==> src/rtl/csel_pkg.sv <==
// rtl/csel_pkg.sv - sizing helpers and saturation constants for the pipelined carry-select adder
//
// Purpose: shared compile-time helpers used to size the segment and stage
// structure of csel_pipe_adder and to build its saturation limits.
// Ports: none (package).
package csel_pkg;

   localparam int MAX_W = 64;

   // Number of carry-select segments needed to cover sum_w bits.
   function automatic int nseg(input int sum_w, input int seg_w);
      return (sum_w + seg_w - 1) / seg_w;
   endfunction

   // Number of register stages when sps segments are evaluated per stage.
   function automatic int nstg(input int n, input int sps);
      return (n + sps - 1) / sps;
   endfunction

   // Largest positive value of a w-bit two's complement number.
   function automatic logic [MAX_W-1:0] sat_max(input int w);
      return (MAX_W'(1) << (w - 1)) - MAX_W'(1);
   endfunction

   // Most negative value of a w-bit two's complement number.
   function automatic logic [MAX_W-1:0] sat_min(input int w);
      return MAX_W'(1) << (w - 1);
   endfunction

endpackage

==> src/rtl/csel_segment.sv <==
// rtl/csel_segment.sv - combinational carry-select adder slice
//
// Purpose: adds one W-bit slice both ways (carry-in 0 and 1) and picks the
// result on the real carry-in.
// Ports:
//   a, b  [W-1:0] slice operands
//   cin          carry into the slice
//   s     [W-1:0] slice sum
//   cout         carry out of the slice MSB
//   cmsb         carry into the slice MSB (used for signed overflow on the top slice)
module csel_segment #(
   parameter int W = 4
) (
   input  logic [W-1:0] a,
   input  logic [W-1:0] b,
   input  logic         cin,
   output logic [W-1:0] s,
   output logic         cout,
   output logic         cmsb
);

   logic [W:0] sum0;
   logic [W:0] sum1;

   assign sum0 = {1'b0, a} + {1'b0, b};
   assign sum1 = {1'b0, a} + {1'b0, b} + (W+1)'(1);

   assign s    = cin ? sum1[W-1:0] : sum0[W-1:0];
   assign cout = cin ? sum1[W]     : sum0[W];

   // Sum bit = a ^ b ^ carry-in, so the carry into the MSB falls out directly.
   assign cmsb = s[W-1] ^ a[W-1] ^ b[W-1];

endmodule

==> src/rtl/csel_pipe_adder.sv <==
// rtl/csel_pipe_adder.sv - pipelined carry-select signed adder with overflow flag and optional saturation
//
// Purpose: sign-extends in_a/in_b to SUM_W, adds them in SEG_W carry-select
// slices with a register stage every SEGS_PER_STAGE slices, and delivers the
// (optionally saturated) sum under a valid/ready handshake.
// Ports:
//   clk, rst             rising-edge clock, synchronous active-high reset
//   in_valid, in_ready   input handshake (in_ready depends only on the output side)
//   in_a [A_W-1:0]       signed operand A
//   in_b [B_W-1:0]       signed operand B
//   out_valid, out_ready output handshake
//   out_sum [SUM_W-1:0]  wrapped or saturated signed sum
//   out_ovf              signed overflow flag for out_sum
module csel_pipe_adder
   import csel_pkg::*;
#(
   parameter int A_W            = 27,
   parameter int B_W            = 28,
   parameter int SUM_W          = 28,
   parameter int SEG_W          = 4,
   parameter int SEGS_PER_STAGE = 2,
   parameter int SAT            = 0
) (
   input  logic             clk,
   input  logic             rst,
   input  logic             in_valid,
   output logic             in_ready,
   input  logic [A_W-1:0]   in_a,
   input  logic [B_W-1:0]   in_b,
   output logic             out_valid,
   input  logic             out_ready,
   output logic [SUM_W-1:0] out_sum,
   output logic             out_ovf
);

   localparam int NSEG  = nseg(SUM_W, SEG_W);
   localparam int NSTG  = nstg(NSEG, SEGS_PER_STAGE);
   localparam int TOP_W = SUM_W - (NSEG - 1) * SEG_W;

   localparam logic [SUM_W-1:0] SMAX = SUM_W'(sat_max(SUM_W));
   localparam logic [SUM_W-1:0] SMIN = SUM_W'(sat_min(SUM_W));

   logic             adv;
   logic [SUM_W-1:0] a_ext;
   logic [SUM_W-1:0] b_ext;

   // Bank s holds the state after stage s: the completed low sum bits, the
   // carry out of the stage, and the operands skewed for the stage after it.
   logic [SUM_W-1:0] a_q   [NSTG];
   logic [SUM_W-1:0] b_q   [NSTG];
   logic [SUM_W-1:0] sum_q [NSTG];
   logic             c_q   [NSTG];
   logic [NSTG-1:0]  v_q;
   logic [NSTG-1:0]  sgn_q;
   logic             ovf_q;

   logic [SUM_W-1:0] sum_nxt [NSTG];
   logic             c_nxt   [NSTG];
   logic             ovf_nxt;

   assign a_ext = SUM_W'(signed'(in_a));
   assign b_ext = SUM_W'(signed'(in_b));

   // One enable for the whole pipe: it moves whenever the output slot is free
   // or being drained this cycle.
   assign adv      = !out_valid || out_ready;
   assign in_ready = adv;

   for (genvar s = 0; s < NSTG; s++) begin : g_stg
      localparam int FS = s * SEGS_PER_STAGE;
      localparam int NS = (NSEG - FS < SEGS_PER_STAGE) ? NSEG - FS : SEGS_PER_STAGE;
      localparam int LO = FS * SEG_W;
      localparam int HI = (FS + NS == NSEG) ? SUM_W : (FS + NS) * SEG_W;

      logic [HI-1:LO]    a_in;
      logic [HI-1:LO]    b_in;
      logic [HI-LO-1:0]  st_sum;
      logic [NS:0]       cc;

      if (s == 0) begin : g_first
         assign a_in  = a_ext[HI-1:LO];
         assign b_in  = b_ext[HI-1:LO];
         assign cc[0] = 1'b0;
         assign sum_nxt[s] = SUM_W'(st_sum);
      end else begin : g_rest
         assign a_in  = a_q[s-1][HI-1:LO];
         assign b_in  = b_q[s-1][HI-1:LO];
         assign cc[0] = c_q[s-1];
         // Bits above the completed range are still zero in the previous bank.
         assign sum_nxt[s] = sum_q[s-1] | (SUM_W'(st_sum) << LO);
      end

      for (genvar j = 0; j < NS; j++) begin : g_seg
         localparam int IDX = FS + j;
         localparam int SW  = (IDX == NSEG - 1) ? TOP_W : SEG_W;
         localparam int SLO = IDX * SEG_W;

         logic cm;

         csel_segment #(.W(SW)) u_seg (
            .a    (a_in[SLO +: SW]),
            .b    (b_in[SLO +: SW]),
            .cin  (cc[j]),
            .s    (st_sum[SLO-LO +: SW]),
            .cout (cc[j+1]),
            .cmsb (cm)
         );

         if (IDX == NSEG - 1) begin : g_top
            assign ovf_nxt = cm ^ cc[j+1];
         end else begin : g_low
            logic unused_cm;
            assign unused_cm = cm;
         end
      end

      assign c_nxt[s] = cc[NS];
   end

   always_ff @(posedge clk) begin
      if (rst) begin
         v_q   <= '0;
         sgn_q <= '0;
         ovf_q <= 1'b0;
         for (int i = 0; i < NSTG; i++) begin
            a_q[i]   <= '0;
            b_q[i]   <= '0;
            sum_q[i] <= '0;
            c_q[i]   <= 1'b0;
         end
      end else if (adv) begin
         v_q[0]   <= in_valid;
         sgn_q[0] <= a_ext[SUM_W-1];
         a_q[0]   <= a_ext;
         b_q[0]   <= b_ext;
         for (int i = 1; i < NSTG; i++) begin
            v_q[i]   <= v_q[i-1];
            sgn_q[i] <= sgn_q[i-1];
            a_q[i]   <= a_q[i-1];
            b_q[i]   <= b_q[i-1];
         end
         for (int i = 0; i < NSTG; i++) begin
            sum_q[i] <= sum_nxt[i];
            c_q[i]   <= c_nxt[i];
         end
         ovf_q <= ovf_nxt;
      end
   end

   assign out_valid = v_q[NSTG-1];
   assign out_ovf   = ovf_q;

   // On overflow both operands share A's sign, so A's sign picks the rail.
   assign out_sum = ((SAT != 0) && ovf_q) ? (sgn_q[NSTG-1] ? SMIN : SMAX)
                                          : sum_q[NSTG-1];

endmodule

==> config.mk <==
export PLATFORM = sky130hd
export DESIGN_NAME = csel_pipe_adder
export DESIGN_NICKNAME = d
export VERILOG_FILES = /design/src/rtl/csel_pkg.sv /design/src/rtl/csel_segment.sv /design/src/rtl/csel_pipe_adder.sv
export SDC_FILE = /design/constraint.sdc
export NUM_CORES = 1
export LEC_CHECK = 0
export ABC_AREA = 1
export CAP_MARGIN = 20
export CELL_PAD_IN_SITES_DETAIL_PLACEMENT = 1
export CELL_PAD_IN_SITES_GLOBAL_PLACEMENT = 1
export CORE_UTILIZATION = 44
export DETAILED_ROUTE_END_ITERATION = 7
export HOLD_SLACK_MARGIN = 0.12
export PLACE_DENSITY = 0.78
export SLEW_MARGIN = 10
export SYNTH_ARGS = -nofsm -noshare
export SYNTH_HDL_FRONTEND = slang
export SYNTH_SLANG_ARGS = --single-unit
==> constraint.sdc <==
create_clock -name clk -period 4.7 [get_ports clk]
set_input_delay 0.705 -clock clk [delete_from_list [all_inputs] [get_ports clk]]
set_output_delay 0.705 -clock clk [all_outputs]
set_load 0.01 [all_outputs]
==> results of run 1 <==
## where the power goes
| group | switching (mW) | internal, mW | leakage (nW) | total (mW) |
|---|---|---|---|---|
| Clock | 0.511 | 0.828 | 0.290 | 1.34 |
| Sequential | 0.0332 | 1.59 | 1.80 | 1.62 |
| Combinational | 0.187 | 0.155 | 1.90 | 0.341 |
## flip-flops by register name, indices dropped and copies added, names as in the netlist
register  count
b_q          36
c_q           3
a_q          33
sum_q        76
v_q           4
out_ovf       1
## worst max path at each step
| stage | slack, ps | startpoint | end | depth (start not counted) |
|---|---|---|---|---|
| 3_5_place_dp | 1670 | out_ready | a_q[0][23]$_SDFFCE_PN0P_ | 7 |
| 6_report | 2130 | out_ready | in_ready | 4 |
| 2_1_floorplan | 360 | out_ready | a_q[0][10]$_SDFFCE_PN0P_ | 4 |
| 4_1_cts | 2110 | out_ready | a_q[0][23]$_SDFFCE_PN0P_ | 7 |
| 5_1_grt | 1960 | out_ready | sum_q[1][9]$_SDFFCE_PN0P_ | 7 |
| 3_3_place_gp | 1750 | out_ready | sum_q[1][9]$_SDFFCE_PN0P_ | 7 |
## cells by family after synthesis
family          share of synthesized area (%)
buf+inv                                  9.07
compound gates                           4.03
xor+xnor                                 1.53
simple gates                             14.7
flops                                    62.6
fa+ha+maj                                7.79
mux                                     0.276
## metrics by stage
step                utilization (%)  cell area (um2)  setup slack, ps
floorplan                         -             7260              358
global placement               52.5             8400             1750
CTS                            56.2             8980             2110
finish                         56.2             8980             2130
detailed placement             52.5             8400             1670
global route                   56.2             8980             1960
## cell type report
cell class / count / area [um2]
sequential: 153 / 4540
clock inverter: 5 / 56.3
clock buffer: 27 / 533
timing repair buffer: 93 / 933
multi-input combinational: 363 / 2050
tap: 216 / 270
fill: 1744 / 7020
inverter: 156 / 593
## per-layer routing
layer	share of wire, %	track usage, %
met5	0	0
met4	1.8	7.44
met3	3.2	4.56
met1	41	20.2
met2	54	34.7
## worst max-delay path, stage by stage
cell and delay (ps):
sky130_fd_sc_hd__clkdlybuf4s50_1 400, sky130_fd_sc_hd__nor2_1 180, sky130_fd_sc_hd__inv_1 100, sky130_fd_sc_hd__clkdlybuf4s50_1 480
## cells in the final DEF, fill, tap and decap left out
master	netlist	final
sky130_fd_sc_hd__o21ai_0	13	13
sky130_fd_sc_hd__nand2_1	57	57
sky130_fd_sc_hd__inv_6	0	2
sky130_fd_sc_hd__bufinv_16	0	1
sky130_fd_sc_hd__dfxtp_1	5	5
sky130_fd_sc_hd__xnor2_1	5	5
sky130_fd_sc_hd__buf_12	0	1
sky130_fd_sc_hd__nand4_1	4	4
sky130_fd_sc_hd__nand2_2	2	2
sky130_fd_sc_hd__nand2_4	2	2
sky130_fd_sc_hd__inv_1	153	152
sky130_fd_sc_hd__ha_1	34	34
sky130_fd_sc_hd__xor2_2	2	2
sky130_fd_sc_hd__mux2i_1	2	2
sky130_fd_sc_hd__o22ai_1	2	2
sky130_fd_sc_hd__clkinv_2	0	2
sky130_fd_sc_hd__inv_2	3	2
sky130_fd_sc_hd__xor2_1	4	4
sky130_fd_sc_hd__nor2_1	151	151
sky130_fd_sc_hd__fa_1	7	7
sky130_fd_sc_hd__o21a_1	2	2
sky130_fd_sc_hd__clkdlybuf4s50_1	0	89
sky130_fd_sc_hd__clkinvlp_4	0	1
sky130_fd_sc_hd__buf_4	0	3
sky130_fd_sc_hd__edfxtp_1	148	148
sky130_fd_sc_hd__nand3_1	35	35
sky130_fd_sc_hd__o21ai_4	2	2
sky130_fd_sc_hd__nor3_1	2	2
sky130_fd_sc_hd__nand3_2	2	2
sky130_fd_sc_hd__a21oi_1	30	30
sky130_fd_sc_hd__clkbuf_16	0	17
sky130_fd_sc_hd__a21oi_2	2	2
sky130_fd_sc_hd__clkbuf_8	0	7
sky130_fd_sc_hd__inv_4	0	1
sky130_fd_sc_hd__nor2_2	3	3
sky130_fd_sc_hd__clkbuf_1	7	3
==> impl_metrics.prom, run 1 <==
# TYPE chip_impl_metric gauge
chip_impl_metric{name="drt-initial-drc-count",unit=""} 245
chip_impl_info{name="synth_largest_area_cell",value="sky130_fd_sc_hd__edfxtp_1"} 1
chip_impl_metric{name="reg2reg_depth",unit=""} 10
chip_impl_metric{name="total_leakage_power",unit="nW"} 3.99
chip_impl_metric{name="cts_resized",unit=""} 0
chip_impl_metric{name="synth_seq_cells",unit=""} 153
chip_impl_metric{name="drc_violations",unit=""} 0
chip_impl_metric{name="post_layout_nonfiller_instances",unit=""} 1013
chip_impl_metric{name="layout_worst_path_cycle_share",unit="%"} 54.7
chip_impl_info{name="worstSetupPathType",value="in2out"} 1
chip_impl_metric{name="max-vdd-ir-drop",unit="uV"} 273
chip_impl_metric{name="power.density",unit="nW/um2"} 368
chip_impl_info{name="hold_path.class",value="reg2reg"} 1
chip_impl_info{name="rsz0062_at_grt",value="no"} 1
chip_impl_info{name="timing.critical_path.to_type",value="output port"} 1
chip_impl_metric{name="port-buffer-count",unit=""} 89
chip_impl_metric{name="clock_path_buffers",unit=""} 2
chip_impl_metric{name="overall_power_after_layout",unit="mW"} 3.30
chip_impl_metric{name="critPathMaxFanout",unit=""} 3
chip_impl_metric{name="skew",unit="ps"} 6.89
chip_impl_metric{name="clk_pin_slew_worst_paths",unit="ps"} 50
chip_impl_metric{name="clock_net_sink_count",unit=""} 153
chip_impl_metric{name="insertion_delay",unit="ps"} 420
chip_impl_metric{name="wire_length_of_the_first_global_routing_pass",unit="mm"} 23.8
chip_impl_metric{name="final_max_slew_viol_count",unit=""} 0
chip_impl_metric{name="synth_cell_type_count",unit=""} 28
chip_impl_metric{name="nets",unit=""} 884
chip_impl_metric{name="worst-endpoint-required",unit="ps"} 3990
chip_impl_info{name="synth_most_common_cell",value="sky130_fd_sc_hd__inv_1"} 1
chip_impl_metric{name="cts_max_level",unit=""} 4
chip_impl_metric{name="synth_warnings",unit=""} 0
chip_impl_metric{name="synthesis.area",unit="um2"} 7260
chip_impl_metric{name="die_outline_area",unit="um2"} 17000
chip_impl_metric{name="routed_wire_length_per_instance",unit="um"} 14.0
chip_impl_info{name="r2r-end",value="sum_q[1][13]$_SDFFCE_PN0P_"} 1
chip_impl_metric{name="synthArstFlopShare",unit="%"} 0
chip_impl_metric{name="post_synth_inst_count",unit=""} 687
chip_impl_metric{name="routed_via_density",unit=""} 4.73
chip_impl_metric{name="die_w",unit="um"} 130
chip_impl_metric{name="synth_fp_nets",unit=""} 787
chip_impl_metric{name="tightest_slew",unit="ps"} 924
chip_impl_metric{name="timing.slew.headroom",unit="%"} 38.4
chip_impl_info{name="clk_root_buffer_cell",value="sky130_fd_sc_hd__clkbuf_16"} 1
chip_impl_metric{name="core_area",unit="um2"} 16000
chip_impl_metric{name="grt_pass1_vias",unit=""} 5205
chip_impl_metric{name="hold_violations",unit=""} 0
chip_impl_metric{name="count_of_tritonroute_iterations_in_the_first_routing_pass",unit=""} 4
chip_impl_metric{name="detailedPlacementHpwl",unit="mm"} 9.90
chip_impl_metric{name="worst_hold_slack",unit="ps"} 463
chip_impl_metric{name="io-pin-count",unit=""} 90
chip_impl_metric{name="drive_above_1_share",unit="%"} 6.52
chip_impl_metric{name="antenna_found_initial",unit=""} 0
chip_impl_metric{name="cts_setup_buffers",unit=""} 0
chip_impl_info{name="crit-reg2reg-launch",value="b_q[0][8]$_SDFFCE_PN0P_"} 1
chip_impl_metric{name="timing.final.setup_violations",unit=""} 0
chip_impl_metric{name="post_cts_hold_buffer_count",unit=""} 0
chip_impl_info{name="synth.cells.most_frequent",value="sky130_fd_sc_hd__inv_1, sky130_fd_sc_hd__nor2_1, sky130_fd_sc_hd__edfxtp_1"} 1
chip_impl_metric{name="gpl.final_weighted_congestion",unit=""} 0.753
chip_impl_info{name="holdPathEnd",value="out_ovf$_SDFFE_PP0P_"} 1
chip_impl_metric{name="ant_nets",unit=""} 0
chip_impl_metric{name="max_cap_violations",unit=""} 0
chip_impl_info{name="cell_types_occupying_the_most_area_after_synthesis",value="sky130_fd_sc_hd__edfxtp_1, sky130_fd_sc_hd__inv_1, sky130_fd_sc_hd__nor2_1, sky130_fd_sc_hd__ha_1, sky130_fd_sc_hd__nand2_1"} 1
chip_impl_metric{name="clock.fmax",unit="MHz"} 389
chip_impl_metric{name="total_number_of_vias",unit=""} 4793
chip_impl_metric{name="grt-ovfl-total",unit=""} 0
chip_impl_metric{name="arrival_time_of_data_at_the_critical_path_endpoint",unit="ps"} 1870
chip_impl_info{name="hold_start",value="out_ovf$_SDFFE_PP0P_"} 1
chip_impl_metric{name="netlist.area_leader.share",unit="%"} 61.2
chip_impl_metric{name="totalNegativeSetupSlack",unit="ps"} 0
chip_impl_metric{name="all_layer_global_routing_usage",unit="%"} 18.6
chip_impl_metric{name="timing.final.crit_period",unit="ps"} 2570
chip_impl_info{name="cts_tree",value="done"} 1
chip_impl_metric{name="n_antenna_cell",unit=""} 0
chip_impl_metric{name="cts_inserted_buffers",unit=""} 17
chip_impl_metric{name="initial_utilization",unit="%"} 45.4
chip_impl_metric{name="avgSynthCellArea",unit="um2"} 10.6
chip_impl_metric{name="flow.area_growth_from_synthesis",unit="%"} 23.8
chip_impl_metric{name="dpl.cell_count",unit=""} 981
chip_impl_metric{name="die_h",unit="um"} 130
chip_impl_metric{name="ys_seq_area_share",unit="%"} 62.6
chip_impl_metric{name="row_count",unit=""} 46
chip_impl_info{name="synth_top_flop_cell",value="sky130_fd_sc_hd__edfxtp_1"} 1
chip_impl_info{name="critPathLaunchType",value="primary input"} 1
chip_impl_metric{name="synth_edf_count",unit=""} 148
chip_impl_metric{name="holdPathStages",unit=""} 2
chip_impl_metric{name="setup.reg_to_reg.worst_slack",unit="ps"} 2270
chip_impl_metric{name="grt_max_degree",unit=""} 105
chip_impl_metric{name="detail_route.wirelength",unit="mm"} 14.2
chip_impl_info{name="run_status",value="finished, final reports clean"} 1
No activity file was read; power rests on OpenSTA's default activity.
==> inputs of run 2 (changes only) <==
Settings changed: CORE_UTILIZATION 44 to 40, PLACE_DENSITY 0.78 to 0.75.
Clock period 4.7 ns to 2.1 ns, I/O delays scaled along.
==> run 2 against run 1 <==
  * The run now ends with setup timing left
  * Register-to-register slack worse by 2400 ps
  * Setup slack got worse by 2200 ps
  * Largest power group unchanged
  * Cell area rose by 4.1%
  * Sequential share of layout area shrank 2.0 points
  * Critical path type is now reg2reg
  * Largest cell class unchanged
==> impl_metrics.prom, run 2 (same netlist as run 1, synthesis figures left out) <==
# TYPE chip_impl_metric gauge
chip_impl_info{name="run_status",value="finished with violations"} 1
chip_impl_info{name="failing_checks",value="setup timing"} 1
chip_impl_metric{name="clock_net_sink_count",unit=""} 153
chip_impl_info{name="critPathSlowestCell",value="sky130_fd_sc_hd__fa_1"} 1
chip_impl_metric{name="timing.final.setup_violations",unit=""} 11
chip_impl_metric{name="skew",unit="ps"} 9.63
chip_impl_info{name="critical_path.cell_chain",value="ha_2 > fa_1 > ha_2 > nand2_2 > nor2_4 > nand2_2 > o21ai_4 > nand2_4 > nand2_1 > a21oi_1"} 1
chip_impl_metric{name="num-fill-cells",unit=""} 1864
chip_impl_info{name="hold_start",value="out_ovf$_SDFFE_PP0P_"} 1
chip_impl_metric{name="ant_nets",unit=""} 0
chip_impl_metric{name="routed_wire_length_per_instance",unit="um"} 13.8
chip_impl_metric{name="hold_violations",unit=""} 0
chip_impl_metric{name="die_h",unit="um"} 137
chip_impl_metric{name="drive_above_1_share",unit="%"} 14.0
chip_impl_metric{name="timing.critical_path.buf_inv",unit=""} 0
chip_impl_metric{name="clk_pin_slew_worst_paths",unit="ps"} 60
chip_impl_metric{name="tightest_slew",unit="ps"} 568
chip_impl_info{name="hold_path.class",value="reg2reg"} 1
chip_impl_metric{name="totalNegativeSetupSlack",unit="ps"} -595
chip_impl_metric{name="total_number_of_vias",unit=""} 4934
chip_impl_metric{name="die_outline_area",unit="um2"} 18700
chip_impl_metric{name="flow.area_growth_from_synthesis",unit="%"} 28.9
chip_impl_metric{name="wire_length_of_the_first_global_routing_pass",unit="mm"} 24.0
chip_impl_metric{name="cts_max_level",unit=""} 4
chip_impl_info{name="registers_with_the_most_flip_flops",value="sum_q (76), b_q (36), a_q (33)"} 1
chip_impl_metric{name="insertion_delay",unit="ps"} 420
chip_impl_metric{name="io-pin-count",unit=""} 90
chip_impl_metric{name="all_layer_global_routing_usage",unit="%"} 16.9
chip_impl_info{name="critPathLaunch",value="b_q[0][8]$_SDFFCE_PN0P_"} 1
chip_impl_metric{name="count_of_tritonroute_iterations_in_the_first_routing_pass",unit=""} 4
chip_impl_metric{name="cts_inserted_buffers",unit=""} 17
chip_impl_metric{name="arrival_time_of_data_at_the_critical_path_endpoint",unit="ps"} 2360
chip_impl_metric{name="initial_utilization",unit="%"} 41.5
chip_impl_info{name="register_containing_the_most_flip_flops_in_the_final_layout",value="sum_q"} 1
chip_impl_metric{name="gpl.final_weighted_congestion",unit=""} 0.827
chip_impl_metric{name="total_leakage_power",unit="nW"} 4.11
chip_impl_metric{name="row_count",unit=""} 48
chip_impl_metric{name="grt_max_degree",unit=""} 46
chip_impl_metric{name="n_antenna_cell",unit=""} 0
chip_impl_metric{name="die_w",unit="um"} 137
chip_impl_metric{name="worst-endpoint-required",unit="ps"} 2260
chip_impl_metric{name="detail_route.wirelength",unit="mm"} 14.4
chip_impl_metric{name="final_max_slew_viol_count",unit=""} 0
chip_impl_info{name="crit-reg2reg-launch",value="b_q[0][8]$_SDFFCE_PN0P_"} 1
chip_impl_metric{name="clock.fmax",unit="MHz"} 454
chip_impl_metric{name="flip_flop_count_of_the_largest_register_after_layout",unit=""} 76
chip_impl_metric{name="critPathMaxFanout",unit=""} 6
chip_impl_metric{name="grt-ovfl-total",unit=""} 0
chip_impl_metric{name="detailedPlacementHpwl",unit="mm"} 10.2
chip_impl_metric{name="core_area",unit="um2"} 17500
chip_impl_info{name="clk_root_buffer_cell",value="sky130_fd_sc_hd__clkbuf_16"} 1
chip_impl_metric{name="multi_input_comb_area",unit="um2"} 2210
chip_impl_metric{name="grt_pass1_vias",unit=""} 5284
chip_impl_metric{name="post_cts_hold_buffer_count",unit=""} 0
chip_impl_info{name="worstSetupPathType",value="reg2reg"} 1
chip_impl_metric{name="setup_ws",unit="ps"} -105
chip_impl_metric{name="timing.slew.headroom",unit="%"} 62.2
chip_impl_info{name="cts_tree",value="done"} 1
chip_impl_metric{name="clock_path_buffers",unit=""} 2
chip_impl_metric{name="drt-initial-drc-count",unit=""} 144
chip_impl_metric{name="timing.final.crit_period",unit="ps"} 2210
chip_impl_metric{name="port-buffer-count",unit=""} 89
chip_impl_metric{name="dpl.cell_count",unit=""} 1010
chip_impl_metric{name="post_layout_nonfiller_instances",unit=""} 1045
chip_impl_metric{name="power.density",unit="nW/um2"} 789
chip_impl_metric{name="max-vdd-ir-drop",unit="uV"} 529
chip_impl_info{name="rsz0062_at_grt",value="yes"} 1
chip_impl_info{name="critPathLaunchType",value="register"} 1
chip_impl_metric{name="antenna_found_initial",unit=""} 0
chip_impl_info{name="worst_path_dominant_cell_family",value="adder cells"} 1
chip_impl_metric{name="routed_via_density",unit=""} 4.72
chip_impl_metric{name="layout_worst_path_cycle_share",unit="%"} 105
chip_impl_info{name="layout_common_cells",value="sky130_fd_sc_hd__inv_1, sky130_fd_sc_hd__edfxtp_1, sky130_fd_sc_hd__nor2_1, sky130_fd_sc_hd__clkdlybuf4s50_1, sky130_fd_sc_hd__nand2_1"} 1
chip_impl_info{name="timing.critical_path.to_type",value="register"} 1
chip_impl_metric{name="nets",unit=""} 908
chip_impl_metric{name="critical_path.max_stage_delay",unit="ps"} 510
chip_impl_metric{name="max_cap_violations",unit=""} 0
chip_impl_metric{name="drc_violations",unit=""} 0
chip_impl_metric{name="sequential_cell_area",unit="um2"} 4550
run 2: cell count changes in the layout (fill, tap and decap cells not counted), sizes merged:
cell,previous run,this run
buf,4,28
clkbuf,27,19
clkinvlp,1,5
clkinv,2,4
bufinv,1,2
run 2: power breakdown:
part / internal (mW) / leakage (nW) / switching (mW) / total, mW
clock: 1.74 / 0.263 / 1.17 / 2.91
sequential: 3.56 / 1.80 / 0.0716 / 3.63
combinational: 0.396 / 2.05 / 0.446 / 0.843
run 2: final timing paths:
check	to	slack, ps	cells past startpoint
max	sum_q[1][14]$_SDFFCE_PN0P_	-110	10
min	out_ovf$_SDFFE_PP0P_	460	2
max reg2reg	sum_q[1][14]$_SDFFCE_PN0P_	-110	10
min reg2reg	out_ovf$_SDFFE_PP0P_	460	2
run 2: final cells by class:
cell class                      instances  area share, %
Clock inverter                         12           1.35
Inverter                              156           6.33
Clock buffer                           19           4.63
Sequential cell                       153           48.6
Tap cell                              225           3.01
Timing Repair Buffer                  117           12.4
Multi-Input combinational cell        363           23.6
run 2: worst min-delay path, cell delays in order, from the launching register on:
cell,delay [ps]
sky130_fd_sc_hd__dfxtp_1,310
sky130_fd_sc_hd__nand2_1,60
sky130_fd_sc_hd__nand2_1,40
run 2: per-stage QoR:
step           instance area [um2]  worst slack (ps)  power, mW  util [%]  hold slack, ps
6_report                      9350              -105       7.38      53.5             455
5_1_grt                       9350              -186       7.68      53.5             473
3_3_place_gp                  8620              -236       4.43      49.3             450
2_1_floorplan                 7280             -1210       4.13         -             377
3_5_place_dp                  8620              -364       4.50      49.3             453
4_1_cts                       9250             -83.6       7.44      52.9             462
run 2: repair_timing:
item	in CTS	in global routing
buffers inserted	2	2
setup endpoints to repair	11	17
pin swaps	9	18
gates cloned	0	0
gates resized for setup	18	25
run 2: routing by layer:
layer  routed length [um]  global-route usage [%]
met1                 5830                    18.4
met2                 7960                    31.4
met3                  441                    3.78
met4                  189                    6.73
met5                    0                       0
